==> src/rtl/pixel_op_sequencer.sv <==
// Pixel operation sequencer: walks an image buffer one 32-bit word at a time,
// reads each word from data memory, presents it to the SIMD lanes until they
// accept it, and drives the per-lane pixel/immediate selects for the job.
module pixel_op_sequencer #(
    parameter int ADDR_W = 16,
    parameter int LEN_W  = 16
) (
    input  logic              clk,
    input  logic              rst_n,
    input  logic              start,
    input  logic              abort,
    input  logic [ADDR_W-1:0] base_addr,
    input  logic [LEN_W-1:0]  num_words,
    input  logic [3:0]        imm_mask,
    output logic              mem_rd_en,
    output logic [ADDR_W-1:0] mem_addr,
    input  logic [31:0]       mem_rd_data,
    output logic [31:0]       pixel_word,
    output logic [3:0]        select_pixel,
    output logic              op_valid,
    input  logic              op_ready,
    output logic              busy,
    output logic              done
);

    typedef enum logic [2:0] {
        S_IDLE,
        S_READ,
        S_WAIT,
        S_ISSUE,
        S_DONE
    } state_t;

    state_t            state;
    state_t            state_nxt;
    logic [ADDR_W-1:0] addr_q;      // address of the next word to read
    logic [LEN_W-1:0]  remain_q;    // words still to be read after the current one
    logic [3:0]        mask_q;      // job-constant immediate mask
    logic [ADDR_W-1:0] mem_addr_q;  // holds the last issued read address
    logic [31:0]       pixel_q;     // operand held for the lanes

    // Abort only matters once a job is running; in IDLE it just masks start.
    logic abort_job;
    logic accept_start;
    assign abort_job    = abort && (state != S_IDLE);
    assign accept_start = (state == S_IDLE) && start && !abort;

    // State register.
    always_ff @(posedge clk or negedge rst_n) begin
        if (!rst_n) state <= S_IDLE;
        else        state <= state_nxt;
    end

    // Next-state logic; abort overrides everything including a handshake.
    always_comb begin
        state_nxt = state;
        case (state)
            S_IDLE: begin
                if (accept_start)
                    state_nxt = (num_words == '0) ? S_DONE : S_READ;
            end
            S_READ:  state_nxt = S_WAIT;
            S_WAIT:  state_nxt = S_ISSUE;
            S_ISSUE: begin
                if (op_ready)
                    state_nxt = (remain_q == '0) ? S_DONE : S_READ;
            end
            S_DONE:  state_nxt = S_IDLE;
            default: state_nxt = S_IDLE;
        endcase
        if (abort_job) state_nxt = S_IDLE;
    end

    // Moore outputs decoded from the current state.
    always_comb begin
        mem_rd_en    = (state == S_READ);
        op_valid     = (state == S_ISSUE);
        busy         = (state != S_IDLE);
        done         = (state == S_DONE);
        select_pixel = 4'h0;
        if (state == S_READ || state == S_WAIT || state == S_ISSUE)
            select_pixel = mask_q;
    end

    assign mem_addr   = mem_addr_q;
    assign pixel_word = pixel_q;

    // Job context: address/length/mask latch at start, address and count
    // step once per word when the read data is captured.
    always_ff @(posedge clk or negedge rst_n) begin
        if (!rst_n) begin
            addr_q   <= '0;
            remain_q <= '0;
            mask_q   <= 4'h0;
        end else if (accept_start) begin
            addr_q   <= base_addr;
            remain_q <= num_words;
            mask_q   <= imm_mask;
        end else if (state == S_WAIT && !abort_job) begin
            addr_q   <= addr_q + ADDR_W'(1);
            remain_q <= remain_q - LEN_W'(1);
        end
    end

    // Read address and operand registers; an abort drops the in-flight beat.
    always_ff @(posedge clk or negedge rst_n) begin
        if (!rst_n) begin
            mem_addr_q <= '0;
            pixel_q    <= '0;
        end else if (abort_job) begin
            mem_addr_q <= '0;
            pixel_q    <= '0;
        end else begin
            // The first read of a job uses base_addr directly since addr_q
            // is being loaded on the same edge.
            if (state_nxt == S_READ)
                mem_addr_q <= (state == S_IDLE) ? base_addr : addr_q;
            if (state == S_WAIT)
                pixel_q <= mem_rd_data;
        end
    end

endmodule

==> config.mk <==
export PLATFORM = sky130hd
export DESIGN_NAME = pixel_op_sequencer
export DESIGN_NICKNAME = d
export VERILOG_FILES = /design/src/rtl/pixel_op_sequencer.sv
export SDC_FILE = /design/constraint.sdc
export NUM_CORES = 1
export LEC_CHECK = 0
export CAP_MARGIN = 30
export CORE_MARGIN = 10
export CORE_UTILIZATION = 47
export CTS_CLUSTER_SIZE = 14
export DETAILED_ROUTE_END_ITERATION = 10
export GPL_TIMING_DRIVEN = 0
export PLACE_DENSITY = 0.83
export SKIP_CTS_REPAIR_TIMING = 1
export SLEW_MARGIN = 25
export SYNTH_ARGS = -nofsm -noshare
export SYNTH_HDL_FRONTEND = slang
export SYNTH_SLANG_ARGS = --single-unit
==> constraint.sdc <==
create_clock -name clk -period 2.8 [get_ports clk]
set_input_delay 0.28 -clock clk [delete_from_list [all_inputs] [get_ports clk]]
set_output_delay 0.28 -clock clk [all_outputs]
set_load 0.02 [all_outputs]
==> results by group, run 1 <==
Flow run
  • Max Cap Viol: 0

Route
  • Routed WL: around 13000 µm
  • Vias/cell: 5.912
  • Topmost layer with routed signal wires: met4
  • DR iter-0 viols: 165
  • DRT met1 WL: roughly 5200 µm
  • Vias after detailed routing: ~3800
  • Metal3 WL: about 1300 µm
  • Routed Antenna Nets: 0
  • Residual DRC: 0
  • WL met2: 5807 µm
  • WL/cell: 19.76 µm
  • First-pass DRT Iterations: 5

Synthesis
  • Area leader, netlist: dfrtp_1
  • Syn Std Cell Area: ~4100 µm²
  • Syn Nets: 461
  • Yosys reg bits: between 80 and 90
  • Cell variety after synth: slightly below 50
  • Syn avg cell area: roughly 11 µm²
  • Post-Synthesis Cells: 386
  • Yosys warnings: 0
  • Sequential area share after synthesis: 0.5252
  • Synth area leaders: dfrtp_1 (53%), a22o_1 (6.8%), nand2_1 (4.3%)
  • Top-area cell type share of the netlist area: 0.5252

Layout
  • Fraction of layout instances using a drive strength above 1: 0.07721
  • # fillers: 678
  • Nets: approximately 600
  • Antenna cells: 0
  • Area delta synth->final: 39.21%
  • Final cell area excluding filler cells: slightly below 6000 µm²
  • Final core occ: 0.6682

Power
  • Switching share of power: 0.4010
  • Peak supply drop: 0.5402 mV
  • Overall Power: ~5700 µW
  • Leak: between 0.002 and 0.0025 µW
  • PD cells: 990.0 nW/µm²
  • Clock power frac: 0.142
  • Sw Pwr: roughly 2300 µW
  • Pint: about 3400 µW
  • Comb power frac: 0.459
  • Sequential Power Share: 0.398

Critical path
  • Cell mode on critical path: clkbuf_1
  • Setup crit end kind: flip-flop
  • R2r setup slk: 0.27 ns
  • CP top delay family: simple AND/OR/NAND/NOR gates
  • R2r worst-path depth: 7
  • CP Class: reg2reg
  • Required @ worst endpoint: approximately 3.0 ns
  • Reg2reg end: mem_addr[12]
  • Crit start category: flip-flop
  • Slowest cell on crit path: or3_1
  • Worst EP arrival: 2.77 ns
  • Max FO, Critical Path: 10
  • Crit path largest cell delay: between 0.4 and 0.5 ns
  • Critical path, cell by cell: clkbuf_1, or3_1, nor3_2, nand2_4, clkbuf_1, o221ai_1, a2bb2oi_2
  • Reg2reg start: state[0]
  • Buf/Inv on CP: 2

Floorplan
  • FP Rows: 34
  • Die area: 12980 µm²
  • Core area: between 8000 and 9000 µm²
  • Die height: between 100 and 150 µm
  • I/O pin count: 129
  • Die width: approximately 110 µm
  • Initial core utilization: 0.4800

Placed design
  • Place WS: roughly 0.18 ns
  • PortBufs: around 130
  • Detailed Place HPWL: ~9600 µm
  • Placed Area: approximately 5600 µm²
  • Final Wtd Congestion: 0.8999

STA
  • Relative slew slack: 0.4567
  • Min cycle time layout: roughly 2.5 ns
  • RSZ-0062 raised after global routing: false
  • Least-Margin Pin Slew: just over 0.8 ns
  • Pins Over Slew Limit: 0
  • Final number of hold-violating endpoints: 0
  • Period utilization: 0.9028
  • Setup Skew: between 0.008 and 0.009 ns
  • Max Fclk: between 0.3 and 0.4 GHz
  • Setup_tns: 0 ns
  • Finish-stage setup viols: 0
  • Setup WS post-layout: between 0.2 and 0.3 ns

Clock tree
  • CTS tree: built
  • Clk_lat worst skew: between 0.3 and 0.4 ns
  • CTS Buf Count: 9
  • H-tree levels: 3
  • Clock sink count: a little under 90
  • CTS max path bufs: 2
  • Clk slew on worst S/H paths: around 0.090 ns
  • Clock Root Buffer: clkbuf_8

Global routing
  • First-pass GRT wire length: 20910 µm
  • Largest net degree at the start of global routing: 69
  • Antenna violations before repair: 0
  • Gr usage total: 0.1985
  • GR Overflow Total: 0
  • Vias in the first global route: 4147

Outcome
  • Status: complete, no violations

Worst hold path
  • HP Class: in2async
-- stage by stage --
stage                     hold slack (ns)  cells
after floorplan                  -0.01559    386
after global placement             0.4529    621
after detailed placement           0.1365    622
after CTS                         -0.2600    638
after global routing               0.3243    639
final                              0.3122    639
-- synthesized netlist by cell type (all sizes together) --
library cell  count
a22o             32
a22oi             3
ha                2
nand2b            1
mux2i             1
clkbuf           19
o211ai           11
a21oi            10
o221a             1
and2              6
a222oi            1
o311ai            6
nand3            12
nor2             23
mux2              1
nand2            52
dfrtp            87
nor4b             2
nor3             10
a21o              1
and3              1
buf               5
a31oi             2
inv               7
nor3b             3
a221o             7
nor4              8
o221ai           16
a211oi            1
a2bb2oi          12
a32oi             1
or4               4
xor2              1
nand4             5
o21ba             3
xnor2             4
or3               6
or4b              2
o22a              1
o21ai            16
-- logic make-up after synthesis --
group / Yosys count / synth area share
AND/OR/NAND/NOR: 135 / 0.1693
AO/OA/AOI/OAI: 124 / 0.2514
flip-flops: 87 / 0.5252
buffers and inverters: 31 / 0.03230
XOR/XNOR: 5 / 0.01056
multiplexers: 2 / 0.005131
adder cells (fa/ha/maj): 2 / 0.006036
-- layer usage --
metal | vias to the layer above | global-route usage
li1 | 1765 | -
met2 | 162 | 0.3120
met1 | 1837 | 0.2329
met3 | 14 | 0.08661
met4 | 0 | 0.08187
met5 | - | 0
-- worst max-delay path by stage --
stage,slack (ns),cells after the start,startpoint,end
5_1_grt,0.05,7,state[0],mem_addr[12]
6_report,0.27,7,state[0],mem_addr[12]
4_1_cts,0.30,7,state[0],mem_addr[12]
3_3_place_gp,-1.67,1,rst_n,pixel_word[13]
2_1_floorplan,0.52,8,remain_q[0],mem_addr[0]
3_5_place_dp,0.18,7,num_words[3],mem_addr[12]
-- power groups by stage --
| stage | logic [µW] | clock network, µW | registers [µW] |
|---|---|---|---|
| finish | 2620 | 812 | 2280 |
| global route | 2860 | 880 | 2360 |
| CTS | 2650 | 829 | 2270 |
| detailed placement | 2630 | 0 | 2280 |
| global placement | 2570 | 0 | 2260 |
| floorplan | 1160 | 0 | 2550 |
-- sequential cells by signal, indices dropped and copies added (netlist names) --
| name | flops |
|---|---|
| addr_q | 16 |
| mem_addr | 16 |
| state | 3 |
| mask_q | 4 |
| pixel_word | 32 |
| remain_q | 16 |
-- cells in the final DEF, fill, tap and decap left out, drive strengths merged, types with 6 or more instances in the layout --
cell type and n:
inv 9, o211ai 11, nand2 52, a21oi 10, or3 6, and2 6, clkdlybuf4s50 126, o311ai 6
nor4 8, nor3 10, a2bb2oi 12, dfrtp 87, o21ai 16, clkbuf 28, o221ai 16, a221o 7
buf 7, nand3 12, a22o 32, nor2 23
-- layout make-up --
cell class	count	area, µm²	area share
repair buffers	129	1310	0.2270
multi-input cells	268	1834	0.3179
well taps	108	135.1	0.02342
clock inverters	7	56.30	0.009757
clock buffers	9	123.9	0.02147
inverters	7	26.28	0.004553
plain buffers	24	107.6	0.01865
flip-flops and latches	87	2177	0.3773
No activity file was read; power rests on OpenSTA's default activity.
==> run 2, diff against run 1 <==
--- a/config.mk
+++ b/config.mk
@@ -7,11 +7,12 @@
 export LEC_CHECK = 0
 export CAP_MARGIN = 30
 export CORE_MARGIN = 10
-export CORE_UTILIZATION = 47
+export CORE_UTILIZATION = 57
 export CTS_CLUSTER_SIZE = 14
 export DETAILED_ROUTE_END_ITERATION = 10
+export DONT_BUFFER_PORTS = 1
 export GPL_TIMING_DRIVEN = 0
-export PLACE_DENSITY = 0.83
+export PLACE_DENSITY = 0.74
 export SKIP_CTS_REPAIR_TIMING = 1
 export SLEW_MARGIN = 25
 export SYNTH_ARGS = -nofsm -noshare
==> run 2 against run 1 <==
Cell count down 21%. Register-to-register slack about the same. Combinational power down 46%. Hold slack worse by 0.29 ns. Sequential power up 18%. Core utilization down 3.5 points. Clock-buffer cell count up 1. Critical path type unchanged. Largest cell class unchanged.
==> results by group, run 2 (synthesis results as in run 1) <==
Power
  • Leak: 0.001916 µW
  • PD cells: about 1100 nW/µm²
  • Peak supply drop: 0.5700 mV
  • Overall Power: roughly 5100 µW

Clock tree
  • CTS tree: built
  • Clock sink count: between 80 and 90
  • CTS Buf Count: 9
  • Clk slew on worst S/H paths: roughly 0.090 ns
  • CTS max path bufs: 2
  • H-tree levels: 3
  • Clk_lat worst skew: 0.36 ns
  • Clock Root Buffer: clkbuf_8

STA
  • Finish-stage setup viols: 0
  • Min Hold Slack: ~0.026 ns
  • Period utilization: 0.8977
  • Max Fclk: around 0.40 GHz
  • Relative slew slack: 0.4434
  • Final number of hold-violating endpoints: 0
  • Min cycle time layout: ~2.5 ns
  • Setup WS post-layout: 0.2864 ns
  • Setup Skew: about 0.014 ns
  • Setup_tns: 0 ns
  • RSZ-0062 raised after global routing: false
  • Pins Over Slew Limit: 0
  • Least-Margin Pin Slew: approximately 0.83 ns

Global routing
  • Largest net degree at the start of global routing: approximately 90
  • GR Overflow Total: 0
  • Gr usage total: 0.1965
  • Antenna violations before repair: 0
  • First-pass GRT wire length: 17570 µm
  • Vias in the first global route: ~3300

Critical path
  • CP top delay family: simple AND/OR/NAND/NOR gates
  • Critical path depth: 6
  • Crit start category: flip-flop
  • Cell mode on critical path: clkbuf_1
  • Crit path largest cell delay: between 0.7 and 0.8 ns
  • CP Class: reg2reg
  • Required @ worst endpoint: just over 3 ns
  • R2r worst-path depth: 6
  • Buf/Inv on CP: 2
  • Setup crit end kind: flip-flop
  • Critical path, cell by cell: clkbuf_1, nor3b_1, nand2_1, clkbuf_1, o221ai_1, a2bb2oi_1
  • Worst EP arrival: about 2.7 ns
  • Slowest cell on crit path: nor3b_1
  • Max FO, Critical Path: 10

Worst hold path
  • Hold path depth: 2
  • HP Class: in2reg

Layout
  • Final cell area excluding filler cells: between 4000 and 5000 µm²
  • Multi-input gate area: ~1800 µm²
  • Reg area: ~2200 µm²
  • # fillers: approximately 600
  • Commonest non-fill, non-tap cell in the layout: dfrtp_1
  • Nets: ~470
  • Fraction of layout instances using a drive strength above 1: 0.09429
  • Largest register FFs: 32
  • Most frequent cells in the layout: dfrtp_1 (87), nand2_1 (48), a22o_1 (32)
  • Antenna cells: 0
  • Area delta synth->final: 9.538%

Route
  • WL/cell: ~22 µm
  • Routed Antenna Nets: 0
  • Residual DRC: 0
  • DR iter-0 viols: 206
  • Routed WL: ~11000 µm
  • Vias/cell: about 6.5
  • Vias after detailed routing: approximately 3200
  • First-pass DRT Iterations: 5

Placed design
  • Detailed Place HPWL: approximately 8200 µm
  • Placed Area: 4269 µm²
  • Place WS: approximately 0.28 ns
  • Final Wtd Congestion: slightly below 0.9
  • PortBufs: 0

Outcome
  • Status: complete, no violations

Floorplan
  • Core area: roughly 7000 µm²
  • Die area: 11080 µm²
  • Die height: between 100 and 150 µm
  • FP Rows: 31
  • Die width: around 110 µm
  • Initial core utilization: 0.5777
  • I/O pin count: about 130

Flow run
  • Max Cap Viol: 0
-- run 2: final cells by class --
type | instances | area share
plain buffers | 24 | 0.02370
clock buffers | 10 | 0.02811
clock inverters | 5 | 0.02342
inverters | 7 | 0.005787
multi-input cells | 268 | 0.4040
flip-flops and latches | 87 | 0.4795
well taps | 99 | 0.02728
repair buffers | 2 | 0.008267
-- run 2: final timing paths --
kind                                  start           to  slack, ns
worst max-delay path               state[0]  mem_addr[7]       0.29
worst min-delay path            imm_mask[2]    mask_q[2]       0.03
worst max register to register     state[0]  mem_addr[7]       0.29
worst min register to register    mask_q[2]    mask_q[2]       0.48
max in group asynchronous             rst_n  mem_addr[4]       1.94
min in group asynchronous             rst_n   addr_q[14]       0.49
-- run 2: layer usage --
metal | wire length, µm | track usage | vias up
met3 | 1220 | 0.07125 | 17
met2 | 5201 | 0.3182 | 169
met4 | 189 | 0.07647 | 0
met5 | 0 | 0 | -
li1 | - | - | 1504
met1 | 4389 | 0.2336 | 1557
-- run 2: report_power, final --
group | internal, µW | switching (µW)
clock network | 591 | 438
registers | 1800 | 906
logic | 664 | 750
total | 3050 | 2090
-- run 2: through the flow --
step           utilization  instances
2_1_floorplan            -        386
3_3_place_gp        0.5949        485
3_5_place_dp        0.5949        485
4_1_cts             0.6276        500
5_1_grt             0.6328        502
6_report            0.6328        502
